File: src/rtl/multdiv_scheduler.sv
// multdiv_scheduler: shares a single multdiv unit between two requesters
// (r0, r1). Round-robin arbitration, one operation in flight at a time.
// The scheduler drives the unit's ctrl_MULT/ctrl_DIV handshake, latches the
// result and exception, and returns them to the owning requester with
// valid/ready backpressure.
// Optional build macro: MDS_TIMEOUT_EN adds a watchdog over ISSUE+BUSY that
// forces a response with result 0 and the exception bit set.
module multdiv_scheduler #(
  parameter int unsigned TIMEOUT_CYCLES = 80
) (
  input  logic        clock,
  input  logic        ctrl_reset,
  input  logic        r0_req,
  input  logic        r1_req,
  input  logic        r0_op,
  input  logic        r1_op,
  input  logic [31:0] r0_opA,
  input  logic [31:0] r1_opA,
  input  logic [15:0] r0_opB,
  input  logic [15:0] r1_opB,
  output logic        r0_gnt,
  output logic        r1_gnt,
  output logic [1:0]  rsp_valid,
  input  logic [1:0]  rsp_ready,
  output logic [31:0] rsp_result,
  output logic        rsp_exception,
  output logic [31:0] md_operandA,
  output logic [15:0] md_operandB,
  output logic        md_MULT,
  output logic        md_DIV,
  input  logic [31:0] md_result,
  input  logic        md_exception,
  input  logic        md_inputRDY,
  input  logic        md_resultRDY,
  output logic        busy,
  output logic        owner
);

  typedef enum logic [1:0] {IDLE, ISSUE, BUSY, RESP} state_t;

  state_t      state;
  state_t      state_nxt;
  logic        op_q;
  logic [31:0] a_q;
  logic [15:0] b_q;
  logic        last_owner;
  logic        owner_q;
  logic [31:0] result_q;
  logic        exc_q;
  logic        grant_any;
  logic        grant_idx;
  logic        result_take;
  logic        rsp_fire;
  logic        tmo_hit;

  assign grant_any   = r0_gnt | r1_gnt;
  assign grant_idx   = r1_gnt;
  assign result_take = (state == BUSY) && md_resultRDY;
  assign rsp_fire    = (state == RESP) && rsp_ready[owner_q];

`ifdef MDS_TIMEOUT_EN
  localparam int unsigned CW = $clog2(TIMEOUT_CYCLES + 1);
  logic [CW-1:0] tmo_cnt;

  assign tmo_hit = ((state == ISSUE) || (state == BUSY)) &&
                   (tmo_cnt == CW'(TIMEOUT_CYCLES - 1));

  // Watchdog: cleared on the grant edge (entry to ISSUE), counts ISSUE+BUSY cycles
  always_ff @(posedge clock or negedge ctrl_reset) begin
    if (!ctrl_reset) begin
      tmo_cnt <= '0;
    end else if (grant_any) begin
      tmo_cnt <= '0;
    end else if ((state == ISSUE) || (state == BUSY)) begin
      tmo_cnt <= tmo_cnt + CW'(1);
    end
  end
`else
  assign tmo_hit = 1'b0;
`endif

  // Round-robin grant, only offered while IDLE; a tie goes to !last_owner
  always_comb begin
    r0_gnt = 1'b0;
    r1_gnt = 1'b0;
    if (state == IDLE) begin
      if (r0_req && (!r1_req || last_owner)) r0_gnt = 1'b1;
      else if (r1_req)                       r1_gnt = 1'b1;
    end
  end

  // State register
  always_ff @(posedge clock or negedge ctrl_reset) begin
    if (!ctrl_reset) state <= IDLE;
    else             state <= state_nxt;
  end

  // Next-state logic; a real result arriving on the timeout cycle wins
  always_comb begin
    state_nxt = state;
    unique case (state)
      IDLE:    if (grant_any)    state_nxt = ISSUE;
      ISSUE:   if (md_inputRDY)  state_nxt = BUSY;
      BUSY:    if (md_resultRDY) state_nxt = RESP;
      RESP:    if (rsp_fire)     state_nxt = IDLE;
      default:                   state_nxt = IDLE;
    endcase
    if (tmo_hit && !result_take) state_nxt = RESP;
  end

  // Output decode: unit controls only in ISSUE/BUSY, response only in RESP
  always_comb begin
    md_MULT       = 1'b0;
    md_DIV        = 1'b0;
    rsp_valid     = '0;
    busy          = (state != IDLE);
    md_operandA   = a_q;
    md_operandB   = b_q;
    rsp_result    = result_q;
    rsp_exception = exc_q;
    owner         = owner_q;
    unique case (state)
      ISSUE, BUSY: begin
        md_MULT = ~op_q;
        md_DIV  = op_q;
      end
      RESP:    rsp_valid[owner_q] = 1'b1;
      default: ;
    endcase
  end

  // Operand/ownership capture on grant, result capture on resultRDY or timeout
  always_ff @(posedge clock or negedge ctrl_reset) begin
    if (!ctrl_reset) begin
      op_q       <= 1'b0;
      a_q        <= '0;
      b_q        <= '0;
      last_owner <= 1'b1;
      owner_q    <= 1'b0;
      result_q   <= '0;
      exc_q      <= 1'b0;
    end else begin
      if (grant_any) begin
        op_q       <= grant_idx ? r1_op  : r0_op;
        a_q        <= grant_idx ? r1_opA : r0_opA;
        b_q        <= grant_idx ? r1_opB : r0_opB;
        last_owner <= grant_idx;
        owner_q    <= grant_idx;
      end
      if (result_take) begin
        result_q <= md_result;
        exc_q    <= md_exception | (op_q & (b_q == '0));
      end else if (tmo_hit) begin
        result_q <= '0;
        exc_q    <= 1'b1;
      end
    end
  end

endmodule

File: config.mk
export PLATFORM = sky130hd
export DESIGN_NAME = multdiv_scheduler
export DESIGN_NICKNAME = d
export VERILOG_FILES = /design/src/rtl/multdiv_scheduler.sv
export SDC_FILE = /design/constraint.sdc
export NUM_CORES = 1
export LEC_CHECK = 0
export ABC_AREA = 1
export CAP_MARGIN = 5
export CELL_PAD_IN_SITES_DETAIL_PLACEMENT = 1
export CELL_PAD_IN_SITES_GLOBAL_PLACEMENT = 2
export CORE_UTILIZATION = 22
export CTS_CLUSTER_SIZE = 24
export DETAILED_ROUTE_END_ITERATION = 10
export GPL_ROUTABILITY_DRIVEN = 0
export PLACE_DENSITY = 0.85
export SYNTH_ARGS = -nofsm -noshare
export SYNTH_HDL_FRONTEND = slang
export SYNTH_SLANG_ARGS = --single-unit
File: constraint.sdc
create_clock -name clock -period 4.2 [get_ports clock]
set_input_delay 1.26 -clock clock [delete_from_list [all_inputs] [get_ports clock]]
set_output_delay 1.26 -clock clock [all_outputs]
set_load 0.05 [all_outputs]
# Word-level counts from Yosys, hierarchy flattened
# Cells that the tools add are included.
# W data, S select, Z words.
[word_totals]
register_bits = 86
latchBits = 0
ram_bits = 0
rom_bits = 0
inputBits = 139
output_inout_bits = 89
word_cells = 52
n_memories = 0
[op_classes]
add_sub_neg = 0
mul = 0
div_mod_pow = 0
order_cmp = 2
n_eq_ne = 7
shift = 0
muxes = 20
bitwise = 4
n_reduce_logical = 11
[op_table]
columns = ["operator", "count"]
rows = [
  ["$mux W32", 1],
  ["$logic_not A16 Y1", 1],
  ["$mux W16", 1],
  ["$mux W1", 11],
  ["$mux W2", 5],
  ["$ne A2 B2 Y1 const B", 4],
  ["$pmux W2 S4", 1],
  ["$eq A2 B2 Y1 const B", 2],
  ["$logic_and A1 B1 Y1", 4],
  ["$reduce_and A4 Y1", 1],
  ["$eq A2 B1 Y1 const B", 1],
  ["$logic_not A2 Y1", 1],
  ["$lt A1 B2 Y1 const B", 1],
  ["$or A1 B1 Y1", 2],
  ["$reduce_bool A2 Y1", 1],
  ["$reduce_or A2 Y1", 1],
  ["$and A1 B1 Y1", 1],
  ["$demux W1 S1", 1],
  ["$ge A1 B1 Y1 const B", 1],
  ["$logic_not A1 Y1", 1],
  ["$logic_or A1 B1 Y1", 1],
  ["$not A1 Y1", 1],
]

# Logic depth before layout (Yosys ltp)
[depth]
depth_word = 8
mapped_depth = 11
ltp_nobuf = 9

# Worst setup path before layout
# Ideal clock, no wire load.
[synth_timing]
path_type = "input to output"
from = "input r1_req"
to = "output r1_gnt"
t_arrival_ps = 2093
required_time_ps = 2940
setup_slack_ps = 847
stages = 5
path_buffers = 1
cell_sequence = "inv_2 -> o21ai_4 -> nand2_2 -> clkbuf_1 -> inv_1"
[synth_via]
elab_chain_len = 5
[synth_rtl]
columns = ["item", "line_no", "source"]
rows = [
  ["from (decl)", "14", "input logic r1_req,"],
  ["$logic_not A1 Y1", "87", "if (r0_req && (!r1_req || last_owner)) r0_gnt = 1'b1;"],
  ["$logic_or A1 B1 Y1", "87", ""],
  ["$logic_and A1 B1 Y1", "87", ""],
  ["$mux W1 *", "87", ""],
  ["$mux W1 *", "86", "if (state == IDLE) begin"],
  ["to (decl)", "22", "output logic r1_gnt,"],
]
# Mark *: on every way between the ends. The rest lies on a longest branch, timed or not.

# Final worst setup path
[layout_timing]
from = "input r0_req"
to = "output r0_gnt"
[layout_via]
elab_chain_len = 3
[layout_rtl]
columns = ["item", "line_no", "source"]
rows = [
  ["from (decl)", "13", "input logic r0_req,"],
  ["$logic_and A1 B1 Y1", "87", ""],
  ["$mux W1", "87", ""],
  ["$mux W1", "86", ""],
  ["to (decl)", "21", "output logic r0_gnt,"],
]
# No other way between the ends.

==> results.json <==
{
  "coreArea_um2": 19000,
  "max_stage_delay_ns": 0.53,
  "antenna_left": 0,
  "groute.usage.overall": 0.159,
  "hp-class": "flip-flop to flip-flop",
  "n_antenna_cell": 0,
  "cp.buffers_inverters": 4,
  "drc_errors": 0,
  "ir_worst_vdd_v": 0.000304,
  "io-pin-count": 228,
  "reg2reg_slack_ns": 1.95,
  "ys_ff_latch": 86,
  "rsz0062_at_grt": "no",
  "die_height_um": 142,
  "cp_top_family": "buffers and inverters",
  "fin_util": 0.383,
  "rows": 50,
  "syn_avg_cell_area_um2": 7.50,
  "power_density_nw_per_um2": 826,
  "firstDrtPassIters": 4,
  "synth_seq_area_share": 0.498,
  "final_common_cell": "nand2_1",
  "io_buffers": 227,
  "viasPerCell": 4.15,
  "outcome": "finished, final reports clean",
  "cts-hold-fix-buffers": 0,
  "num_vias": 4399,
  "start_util": 0.228,
  "grt_antenna_before_repair": 0,
  "crit_top_cell": "inv_1",
  "worstMarginPinSlew_ns": 0.596,
  "grt_pass1_wl_um": 24600,
  "tns_ns": 0,
  "drv_slew": 0,
  "synth_warnings": 0,
  "path_cells": "clkdlybuf4s50_1 > inv_1 > nor2_1 > nand2_1 > inv_1 > buf_12",
  "grt-ovfl-total": 0,
  "rr_worst_depth": 11,
  "critical_path_class": "primary input to output port",
  "cts-buffers-inserted": 9,
  "finalCritPeriodShare": 0.850,
  "dp_hpwl_um": 11100,
  "cts-htree-levels": 3,
  "path_max_fanout": 4,
  "r2r-start": "state[0]",
  "setup.worst_path.end_class": "output port",
  "wl_per_cell_um": 14.7,
  "postSynthNetCount": 720,
  "min_to": "rsp_result[24]",
  "most-common-layout-cells": "260 x nand2_1, 224 x clkdlybuf4s50_1, 85 x dfrtp_1",
  "cts_setup_buffers": 0,
  "holdCritStartpoint": "rsp_result[24]",
  "critPathArrivalTime_ns": 2.31,
  "slowest_stage": "clkdlybuf4s50_1",
  "wl_um": 15500,
  "drive_gt1_frac": 0.0476,
  "chipWidth_um": 142,
  "path_clk_slew_ns": 0.07,
  "p_leak_nw": 3.59,
  "final_hold_viol_count": 0,
  "clock-sinks": 86,
  "finalWorstPathRequiredPeriod_ns": 3.57,
  "ctsResizeCount": 0,
  "drv_cap": 0,
  "die_area_um2": 20200,
  "syn_area_um2": 4330,
  "clk_latency_ns": 0.34,
  "root_buffer": "clkbuf_16",
  "setup_viol": 0,
  "cp_data_required_time_ns": 2.94,
  "hold_depth": 2,
  "first_global_vias": 4517,
  "synth_cell_types": 18,
  "worstSetupStartpointType": "primary input",
  "grt_max_degree": 87,
  "clockBufferDepth": 2,
  "syn_inst": 577,
  "area_growth_pct": 67.6,
  "regToRegEndpoint": "md_operandB[14]",
  "tritoncts": "built",
  "initialDrtViolationCount": 98,
  "nNetsFinal": 937,
  "max_clock_freq_ghz": 0.280,
  "slew_headroom": 0.603,
  "skew_ns": 0.00850
}
-- cell families after synthesis --
| kind of cell | share of synthesized area |
|---|---|
| simple gates | 0.393 |
| buf+inv | 0.0891 |
| flops | 0.498 |
| fa+ha+maj | 0.0116 |
| compound gates | 0.00839 |
-- stage by stage --
| step | instance area (um2) | cells | hold WS [ns] | power, mW | setup WS [ns] |
|---|---|---|---|---|---|
| after global routing | 7250 | 1059 | 0.501 | 6.38 | 0.501 |
| after detailed placement | 6900 | 1043 | 0.465 | 5.11 | 0.627 |
| final | 7250 | 1059 | 0.477 | 5.99 | 0.631 |
| after global placement | 6900 | 1043 | 0.461 | 5.06 | 0.643 |
| after CTS | 7250 | 1059 | 0.484 | 6.11 | 0.625 |
| after floorplan | 4330 | 577 | 0.490 | 3.74 | 0.847 |
-- worst min-delay path: stages, from the launching register on --
cell,delay [ns]
dfrtp_1,0.34
nand2_1,0.05
nand2_1,0.05
-- cells in the mapped netlist --
library cell  count  area share
nand2_1         260        0.23
dfrtp_1          85        0.49
inv_1            65       0.056
nand3_1          53       0.061
nand3b_1         49       0.085
clkbuf_1         26       0.023
nor2_1           16       0.014
ha_1              4       0.012
buf_4             3      0.0052
inv_2             3      0.0026
o21ai_0           3      0.0035
buf_2             2      0.0023
nand2_2           2      0.0029
or2_2             2      0.0029
a21oi_1           1      0.0012
and2_0            1      0.0014
dfstp_2           1      0.0061
o21ai_4           1      0.0038
-- worst max path at each step --
stage                     endpoint  cells after the start  slack [ns]   start
final                       r0_gnt                      6        0.63  r0_req
after global routing        r0_gnt                      6        0.50  r0_req
after CTS                   r0_gnt                      6        0.62  r0_req
after detailed placement    r0_gnt                      6        0.63  r0_req
after global placement      r0_gnt                      6        0.64  r0_req
after floorplan             r1_gnt                      5        0.85  r1_req
-- report_power, final --
group / internal (mW) / leakage [nW] / switching, mW / total (mW)
combinational: 1.15 / 2.35 / 2.40 / 3.55
clock: 0.591 / 0.173 / 0.363 / 0.954
sequential: 1.23 / 1.06 / 0.254 / 1.49
-- layout make-up --
class | count | area (um2)
Clock buffer | 9 | 225
Inverter | 68 | 255
Tap cell | 260 | 325
Sequential cell | 86 | 2150
Timing Repair Buffer | 237 | 2380
Clock inverter | 7 | 128
Fill cell | 2288 | 11700
Multi-Input combinational cell | 392 | 1790
-- state kept, by name (all words and copies together), names as in the netlist --
register,cells
state,2
last_owner,1
rsp_result,32
rsp_exception,1
op_q,1
md_operandB,16
md_operandA,32
owner,1
-- metal layers --
metal  GRT usage  part of all wire  vias to the layer above
met5           0                 0                        -
met4      0.0543             0.016                        0
met3      0.0528             0.088                       14
met2       0.263              0.47                      157
met1       0.191              0.43                     2036
li1            -                 -                     2192
No activity file was read; power rests on OpenSTA's default activity.
